File: config.mk
export PLATFORM = sky130hd
export DESIGN_NAME = enet_tx_packetizer
export DESIGN_NICKNAME = d
export VERILOG_FILES = /design/src/rtl/enet_tx_packetizer.sv
export SDC_FILE = /design/constraint.sdc
export NUM_CORES = 1
export LEC_CHECK = 0
export CAP_MARGIN = 20
export CORE_ASPECT_RATIO = 1.2
export CORE_MARGIN = 4
export CORE_UTILIZATION = 60
export CTS_CLUSTER_DIAMETER = 50
export CTS_CLUSTER_SIZE = 20
export DETAILED_ROUTE_END_ITERATION = 8
export PLACE_DENSITY = 0.89
export SYNTH_ARGS = -nofsm -noshare
export SYNTH_HDL_FRONTEND = slang
export SYNTH_SLANG_ARGS = --single-unit
File: constraint.sdc
create_clock -name i_clk -period 6.9 [get_ports i_clk]
set_input_delay 1.38 -clock i_clk [delete_from_list [all_inputs] [get_ports i_clk]]
set_output_delay 1.38 -clock i_clk [all_outputs]
set_load 0.02 [all_outputs]
File: src/rtl/enet_tx_packetizer.sv
// Drains a standard (read latency 1) TX FIFO into the MAC AXI-stream TX port,
// framing by runtime length or idle timeout, zero-padding short frames and spacing frames by a gap.
module enet_tx_packetizer #(
   parameter int DATA_W     = 8,
   parameter int LEN_W      = 11,
   parameter int CNT_W      = 14,
   parameter int MAX_BEATS  = 1024,
   parameter int MIN_BEATS  = 46,
   parameter int TIMEOUT    = 4096,
   parameter int GAP_CYCLES = 12
) (
   input  logic              i_clk,
   input  logic              i_rst_n,
   input  logic              i_enable,
   input  logic [LEN_W-1:0]  i_pkt_len,
   input  logic [CNT_W-1:0]  i_fifo_count,
   output logic              o_fifo_rd_en,
   input  logic [DATA_W-1:0] i_fifo_dout,
   output logic [DATA_W-1:0] o_axi_tx_tdata,
   output logic              o_axi_tx_tvalid,
   input  logic              i_axi_tx_tready,
   output logic              o_axi_tx_tlast,
   output logic [31:0]       o_pkt_count,
   output logic              o_busy
);

   localparam int TMR_W = $clog2(TIMEOUT + 1);
   localparam int GAP_W = $clog2(GAP_CYCLES + 1);

   typedef enum logic [1:0] {
      ST_IDLE,
      ST_SEND,
      ST_PAD,
      ST_GAP
   } state_t;

   state_t             state, state_nxt;
   logic [LEN_W-1:0]   eff_len;
   logic [LEN_W-1:0]   start_len;
   logic [LEN_W-1:0]   rd_left;
   logic [LEN_W-1:0]   data_left;
   logic [LEN_W-1:0]   pad_left;
   logic [TMR_W-1:0]   idle_timer;
   logic [GAP_W-1:0]   gap_cnt;
   logic [DATA_W-1:0]  skid0, skid1;
   logic [1:0]         skid_occ;
   logic               rd_pend;
   logic               start_full, start_flush, start;
   logic               beat_hs, data_hs, skid_push, skid_pop;

   always_comb begin
      if (i_pkt_len == '0 || i_pkt_len > LEN_W'(MAX_BEATS)) eff_len = LEN_W'(MAX_BEATS);
      else                                                  eff_len = i_pkt_len;
   end

   assign start_full  = (state == ST_IDLE) && i_enable && (i_fifo_count >= CNT_W'(eff_len));
   assign start_flush = (state == ST_IDLE) && i_enable && (i_fifo_count != '0) &&
                        (idle_timer == TMR_W'(TIMEOUT - 1));
   assign start       = start_full || start_flush;
   // A flush only fires when the count is below eff_len, so it fits in LEN_W bits.
   assign start_len   = start_full ? eff_len : i_fifo_count[LEN_W-1:0];

   assign beat_hs   = o_axi_tx_tvalid && i_axi_tx_tready;
   assign data_hs   = beat_hs && (state == ST_SEND);
   // Data returning from the FIFO bypasses an empty skid buffer; it is stored only if not taken at once.
   assign skid_pop  = data_hs && (skid_occ != 2'd0);
   assign skid_push = rd_pend && !(data_hs && (skid_occ == 2'd0));

   // NOTE: every always_comb output gets a default first, so no path can infer a latch.
   always_comb begin
      state_nxt       = state;
      o_fifo_rd_en    = 1'b0;
      o_axi_tx_tvalid = 1'b0;
      o_axi_tx_tdata  = '0;
      o_axi_tx_tlast  = 1'b0;
      case (state)
         ST_IDLE: begin
            if (start) state_nxt = ST_SEND;
         end
         ST_SEND: begin
            o_fifo_rd_en    = (rd_left != '0) && ((skid_occ + {1'b0, rd_pend}) < 2'd2);
            o_axi_tx_tvalid = (skid_occ != 2'd0) || rd_pend;
            o_axi_tx_tdata  = (skid_occ != 2'd0) ? skid0 : i_fifo_dout;
            o_axi_tx_tlast  = o_axi_tx_tvalid && (data_left == LEN_W'(1)) && (pad_left == '0);
            if (data_hs && data_left == LEN_W'(1))
               state_nxt = (pad_left != '0) ? ST_PAD : ST_GAP;
         end
         ST_PAD: begin
            o_axi_tx_tvalid = 1'b1;
            o_axi_tx_tlast  = (pad_left == LEN_W'(1));
            if (i_axi_tx_tready && pad_left == LEN_W'(1)) state_nxt = ST_GAP;
         end
         ST_GAP: begin
            if (gap_cnt == GAP_W'(GAP_CYCLES - 1)) state_nxt = ST_IDLE;
         end
         default: state_nxt = ST_IDLE;
      endcase
   end

   assign o_busy = (state != ST_IDLE);

   // NOTE: sequential state is written with non-blocking assignments only.
   always_ff @(posedge i_clk or negedge i_rst_n) begin
      if (!i_rst_n) state <= ST_IDLE;
      else          state <= state_nxt;
   end

   always_ff @(posedge i_clk or negedge i_rst_n) begin
      if (!i_rst_n) begin
         rd_left   <= '0;
         data_left <= '0;
         pad_left  <= '0;
      end else if (start) begin
         rd_left   <= start_len;
         data_left <= start_len;
         pad_left  <= (start_len < LEN_W'(MIN_BEATS)) ? LEN_W'(MIN_BEATS) - start_len : '0;
      end else begin
         if (o_fifo_rd_en)                   rd_left   <= rd_left - LEN_W'(1);
         if (data_hs)                        data_left <= data_left - LEN_W'(1);
         if (beat_hs && (state == ST_PAD))   pad_left  <= pad_left - LEN_W'(1);
      end
   end

   always_ff @(posedge i_clk or negedge i_rst_n) begin
      if (!i_rst_n) begin
         idle_timer <= '0;
         gap_cnt    <= '0;
      end else begin
         if ((state == ST_IDLE) && !start && i_enable && (i_fifo_count != '0) &&
             (i_fifo_count < CNT_W'(eff_len)))
            idle_timer <= idle_timer + TMR_W'(1);
         else
            idle_timer <= '0;
         if ((state == ST_GAP) && (state_nxt == ST_GAP)) gap_cnt <= gap_cnt + GAP_W'(1);
         else                                            gap_cnt <= '0;
      end
   end

   // NOTE: the two skid data registers are reset as well; they are plain flops, not a RAM.
   always_ff @(posedge i_clk or negedge i_rst_n) begin
      if (!i_rst_n) begin
         rd_pend  <= 1'b0;
         skid_occ <= 2'd0;
         skid0    <= '0;
         skid1    <= '0;
      end else begin
         rd_pend <= o_fifo_rd_en;
         case ({skid_push, skid_pop})
            2'b10: begin
               if (skid_occ == 2'd0) skid0 <= i_fifo_dout;
               else                  skid1 <= i_fifo_dout;
               skid_occ <= skid_occ + 2'd1;
            end
            2'b01: begin
               skid0    <= skid1;
               skid_occ <= skid_occ - 2'd1;
            end
            2'b11: begin
               if (skid_occ == 2'd1) begin
                  skid0 <= i_fifo_dout;
               end else begin
                  skid0 <= skid1;
                  skid1 <= i_fifo_dout;
               end
            end
            default: ;
         endcase
      end
   end

   always_ff @(posedge i_clk or negedge i_rst_n) begin
      if (!i_rst_n)                      o_pkt_count <= '0;
      else if (beat_hs && o_axi_tx_tlast) o_pkt_count <= o_pkt_count + 32'd1;
   end

endmodule
==> results of run 1 <==
synthesized netlist by cell type (7+ instances only):
library cell	instances	share of area, %
dfrtp_1	103	42
mux2i_1	13	2.1
nand2b_1	14	1.4
nand4_1	13	1.3
a22oi_1	9	1.1
and3_1	18	1.8
nor3_1	10	0.81
nor4_1	12	1.2
mux2_2	12	2.2
nand2_1	62	3.8
o21ai_0	26	2.1
and2_1	7	0.71
inv_1	31	1.9
nor2_1	64	3.9
ha_1	31	6.3
nor2b_1	14	1.4
clkbuf_1	7	0.43
xor2_1	32	4.5
a21oi_1	24	1.9
nand3_1	21	1.7
buf_2	7	0.57
xnor2_1	41	5.8
metal layers:
metal	share of wire (%)	vias up	global-route usage, %
met4	4.0	0	12.0
met3	5.2	48	4.75
met5	0	-	0
met1	41	2427	29.6
met2	50	165	41.4
li1	-	2428	-
area by class of cell:
type,instances,share of cell area [%]
multi-input combinational,498,46.1
tap,126,2.15
inverter,31,1.59
timing repair buffer,83,11.2
clock buffer,11,3.31
clock inverter,5,0.546
sequential,103,35.1
worst max-delay path, stage by stage:
cell and delay [ns]:
clkdlybuf4s50_1 0.46, nor4_1 0.44, a31oi_1 0.23, ha_1 0.36, nand3_1 0.09, o221ai_1 0.29, nor2_1 0.14, a211o_1 0.57
o21ai_0 0.42, ha_1 0.31, nand3_1 0.15, or3_1 0.33, a221o_1 0.30, o211ai_1 0.08, o31a_1 0.15
metrics by stage:
stage          setup WS, ns  area, um^2
2_1_floorplan          2.09        6160
3_3_place_gp           1.31        7050
3_5_place_dp           1.18        7050
4_1_cts                1.54        7330
5_1_grt                1.10        7330
6_report               1.49        7330
worst max path at each step:
stage | from | end | slack [ns] | cells after the start
6_report | i_pkt_len[7] | pad_left[4]$_DFFE_PN0P_ | 1.49 | 15
5_1_grt | i_pkt_len[7] | pad_left[4]$_DFFE_PN0P_ | 1.10 | 15
4_1_cts | i_pkt_len[7] | pad_left[4]$_DFFE_PN0P_ | 1.54 | 15
3_5_place_dp | i_pkt_len[7] | pad_left[4]$_DFFE_PN0P_ | 1.18 | 15
3_3_place_gp | i_pkt_len[7] | pad_left[4]$_DFFE_PN0P_ | 1.31 | 15
2_1_floorplan | i_pkt_len[6] | pad_left[4]$_DFFE_PN0P_ | 2.09 | 16
logic make-up (layout without fill, tap and decap cells):
family          after synthesis  count (layout)  share of synthesized area [%]
compound gates              103             103                           11.1
fa+ha+maj                    31              31                           6.30
xor+xnor                     73              73                           10.4
mux                          25              25                           4.31
buf+inv                      48             130                           3.31
flops                       103             103                           41.8
simple gates                266             266                           22.8
state kept, by name, indices dropped and copies added, names as in the netlist:
signal,flops
idle_timer,13
rd_left,11
state,2
data_left,11
skid_occ,2
gap_cnt,4
skid1,8
rd_pend,1
o_pkt_count,32
pad_left,11
skid0,8
cell usage in the layout, fill, tap and decap left out, drive strengths merged, types with 18 or more instances in the layout:
cell and n:
dfrtp 103, clkdlybuf4s50 79, nor2 64, nand2 63, xnor2 41, inv 34, xor2 32, ha 31
o21ai 28, a21oi 24, nand3 21, and3 18
power by group:
| part | leakage, nW | internal [mW] | total [mW] | switching [mW] |
|---|---|---|---|---|
| clock | 0.141 | 0.259 | 0.487 | 0.228 |
| sequential | 1.34 | 0.741 | 0.863 | 0.122 |
| combinational | 1.72 | 0.361 | 0.807 | 0.447 |
| total | 3.21 | 1.36 | 2.16 | 0.797 |
==> flow_summary.yaml, run 1 <==
final_layout:
  drive_gt1_share_pct: 6.43
  instances_no_fill: 857
  final_core_util_pct: 73.3
  multi_input_area_um2: 3380
  area_growth_pct: 19.0
  final_nets: 794
  seq_area_um2: 2580
  antenna_cells: 0
  n_fill_cell: 722
floorplanning:
  rows: 40
  fp.dieW_um: 101
  initial_utilization_pct: 61.6
  dieHeight_um: 119
  die-area_um2: 12000
  core_area_um2: 10000
  ios: 81
logic_synthesis:
  ys.flop_type: "dfrtp_1"
  yosysUniqueCellTypes: 62
  ys_ff_latch: 103
  async_flop_share_pct: 100
  synthesis.area_um2: 6160
  yosysWarnings: 0
  synth_edf_count: 0
  synth_nets: 717
  syn_area_per_cell_um2: 9.49
  synthCells: 649
  seq_area_frac_synth_pct: 41.8
drt:
  wire_per_inst_um: 16.6
  drcViolationCount: 0
  vias: 5068
  drt_iter0_drc: 256
  dr.pass1.iters: 5
  drt-total-wl_mm: 14.3
  ant_nets: 0
  routed_via_density: 5.91
place:
  dp_cells: 841
  place_congestion: 0.964
  dp_hpwl_mm: 10.9
  port_buffers: 80
critical_path:
  critPathRequiredTime_ns: 7.19
  critical_path_arrival_ns: 5.70
  r2r_slack_ns: 3.46
  cp-end-kind: "flop"
  startpoint_type: "primary input"
  cp_max_fo: 22
  r2r_cells: 11
  reg2reg_to: "skid1[2]$_DFFE_PN0P_"
  path_class: "primary input to flop"
  r2r_start: "skid_occ[0]$_DFFE_PN0P_"
min_path:
  min_to: "o_pkt_count[31]$_DFFE_PN0P_"
  hp-start: "o_pkt_count[31]$_DFFE_PN0P_"
  min_path_type: "flop to flop"
  min_delay_path_depth: 1
clocking:
  cts_sinks: 103
  cts-root-buf: "clkbuf_16"
  tritoncts: "yes"
  cts_buffer_depth: 2
  post_cts_buffers: 0
  clk_pin_slew_ns: 0.07
  cts_resized: 0
  numCtsBuffers: 9
  insertion_delay_ns: 0.35
  h-tree-depth: 3
  cts_hold_buf: 0
timing:
  drv_slew: 0
  skew_ns: 0.00885
  max_freq_mhz: 185
  finalCriticalPeriod_ns: 5.41
  finalHoldViolCount: 0
  slew_headroom_pct: 37.9
  setup_tns_ns: 0
  whs_ns: 0.473
  finalCritPeriodShare_pct: 78.5
  rsz0062_at_grt: "false"
  setup_viol: 0
  max_slew.worst_pin.slew_ns: 0.928
global_routing:
  grt_pass1_vias: 5139
  grt_pass1_wl_mm: 23.8
  grt-ovfl-total: 0
  grt_max_degree: 66
  gr-usage-all-layers_pct: 24.5
  antenna_found_initial: 0
power_and_ir_drop:
  peakVddDrop_uv: 157
  power_mw: 2.16
  cellPowerDensity_nw_per_um2: 294
  power_leakage_nw: 3.21
run_status:
  run_status: "completed"
flow_run:
  drv_cap: 0
Power figures use the tool's default switching activity.
==> inputs of run 2 (changes only) <==
--- a/config.mk
+++ b/config.mk
@@ -8,11 +8,11 @@
 export CAP_MARGIN = 20
 export CORE_ASPECT_RATIO = 1.2
 export CORE_MARGIN = 4
-export CORE_UTILIZATION = 60
+export CORE_UTILIZATION = 56
 export CTS_CLUSTER_DIAMETER = 50
 export CTS_CLUSTER_SIZE = 20
 export DETAILED_ROUTE_END_ITERATION = 8
-export PLACE_DENSITY = 0.89
+export PLACE_DENSITY = 0.84
 export SYNTH_ARGS = -nofsm -noshare
 export SYNTH_HDL_FRONTEND = slang
 export SYNTH_SLANG_ARGS = --single-unit
==> constraint.sdc (replaced) <==
create_clock -name i_clk -period 5.45 [get_ports i_clk]
set_input_delay 1.09 -clock i_clk [delete_from_list [all_inputs] [get_ports i_clk]]
set_output_delay 1.09 -clock i_clk [all_outputs]
set_load 0.02 [all_outputs]
==> run 2 against run 1 <==
Net effect:
- via count grew 0.83%
- sequential power grew 26%
- worst setup slack lost 1.0 ns
- register-to-register slack lost 1.4 ns
- final cell count grew 0.70%
- sequential share of layout area shrank 0.23 points
- count of clock-buffer cells in the layout shrank 2
- die area grew 6.6%
- core utilization shrank 3.8 points
==> flow_summary.yaml, run 2 (same netlist as run 1, synthesis figures left out) <==
flow_run:
  drv_cap: 0
critical_path:
  r2r_slack_ns: 2.02
  cp_max_fo: 9
  r2r_start: "skid_occ[0]$_DFFE_PN0P_"
  reg2reg_to: "skid1[7]$_DFFE_PN0P_"
  r2r_cells: 11
  path_class: "primary input to flop"
  critPathRequiredTime_ns: 5.74
  cp-end-kind: "flop"
  critical_path_arrival_ns: 5.28
  startpoint_type: "primary input"
clocking:
  cts_hold_buf: 0
  insertion_delay_ns: 0.35
  tritoncts: "yes"
  cts_resized: 0
  h-tree-depth: 3
  clk_pin_slew_ns: 0.07
  cts_buffer_depth: 2
  numCtsBuffers: 9
  cts-root-buf: "clkbuf_16"
  cts_sinks: 103
  post_cts_buffers: 0
timing:
  drv_slew: 0
  setup_viol: 0
  setup_tns_ns: 0
  slew_headroom_pct: 48.9
  max_freq_mhz: 200
  finalHoldViolCount: 0
  skew_ns: 0.00818
  rsz0062_at_grt: "false"
  max_slew.worst_pin.slew_ns: 0.766
  finalCriticalPeriod_ns: 4.99
  finalCritPeriodShare_pct: 91.6
floorplanning:
  core_area_um2: 10600
  dieHeight_um: 123
  ios: 81
  rows: 41
  die-area_um2: 12800
  initial_utilization_pct: 58.0
  fp.dieW_um: 104
global_routing:
  antenna_found_initial: 0
  grt-ovfl-total: 0
  gr-usage-all-layers_pct: 23.5
  grt_max_degree: 63
  grt_pass1_wl_mm: 24.4
  grt_pass1_vias: 5312
final_layout:
  final_nets: 798
  area_growth_pct: 19.8
  drive_gt1_share_pct: 6.95
  layout_commonest_cell: "dfrtp_1"
  antenna_cells: 0
  top_regs: "o_pkt_count (32), idle_timer (13)"
  largest_reg_flops: 32
  top_register: "o_pkt_count"
  mostFrequentLayoutCells: "dfrtp_1, clkdlybuf4s50_1, nor2_1"
power_and_ir_drop:
  cellPowerDensity_nw_per_um2: 376
  power_mw: 2.78
  power_leakage_nw: 3.23
  peakVddDrop_uv: 167
place:
  place_congestion: 0.926
  port_buffers: 80
  dp_hpwl_mm: 11.3
drt:
  dr.max_layer_used: "met4"
  drcViolationCount: 0
  wl_met2_mm: 7.53
  wire_per_inst_um: 16.9
  drt-total-wl_mm: 14.5
  drt_iter0_drc: 284
  met3WireLength_um: 688
  routed_via_density: 5.92
  vias: 5110
  met1Wirelength_mm: 5.75
  ant_nets: 0
  dr.pass1.iters: 4
run_status:
  run_status: "completed"
min_path:
  hp-start: "o_pkt_count[31]$_DFFE_PN0P_"
  min_to: "o_pkt_count[31]$_DFFE_PN0P_"
  min_delay_path_depth: 1
  min_path_type: "flop to flop"
==> run 2: changes by cell type in the layout (fill, tap and decap cells not counted), sizes merged <==
cell / delta
clkbuf: -2
clkinvlp: +1
bufinv: +1
inv: -2
buf: +4
clkinv: +1
==> run 2: how the worst max path moves through the flow <==
| stage | start | depth (start not counted) | slack, ns | to |
|---|---|---|---|---|
| after global placement | i_pkt_len[7] | 15 | 0.35 | pad_left[4]$_DFFE_PN0P_ |
| after CTS | i_pkt_len[7] | 15 | 0.47 | pad_left[4]$_DFFE_PN0P_ |
| after detailed placement | i_pkt_len[7] | 15 | 0.12 | pad_left[4]$_DFFE_PN0P_ |
| after global routing | i_pkt_len[7] | 15 | 0.15 | pad_left[4]$_DFFE_PN0P_ |
| after floorplan | i_pkt_len[6] | 16 | 0.93 | pad_left[4]$_DFFE_PN0P_ |
| final | i_pkt_len[7] | 15 | 0.46 | pad_left[4]$_DFFE_PN0P_ |
==> run 2: area by class of cell <==
cell class                      count  area (um^2)
Fill cell                         801         3240
Timing Repair Buffer               87          851
Tap cell                          129          161
Clock buffer                        9          225
Multi-Input combinational cell    498         3380
Sequential cell                   103         2580
Inverter                           31          116
Clock inverter                      6         71.3
==> run 2: critical path, cell delays in order <==
cell             delay (ns)
clkdlybuf4s50_1        0.45
nor4_1                 0.46
a31oi_1                0.24
ha_1                   0.35
nand3_1                0.10
o221ai_1               0.31
nor2_1                 0.15
a211o_1                0.43
o21ai_0                0.40
ha_1                   0.33
nand3_1                0.14
or3_1                  0.32
a221o_1                0.29
o211ai_1               0.08
o31a_1                 0.15
==> run 2: power by group <==
part	switching, mW	internal (mW)
clock network	0.291	0.358
registers	0.156	0.938
logic	0.572	0.463
==> run 2: stage by stage <==
step                instances  cell area [um^2]  util, %  worst slack (ns)  hold slack, ns
floorplan                 649              6160        -             0.925           0.449
global placement          848              7090     66.7             0.350           0.460
detailed placement        848              7090     66.7             0.118           0.474
CTS                       863              7380     69.5             0.474           0.488
global route              863              7380     69.5             0.149           0.505
finish                    863              7380     69.5             0.459           0.483
==> run 2: routing by layer <==
layer	GRT usage (%)	vias up
met5	0	-
met2	43.9	161
met4	11.8	0
met3	5.85	45
met1	25.0	2464
li1	-	2440
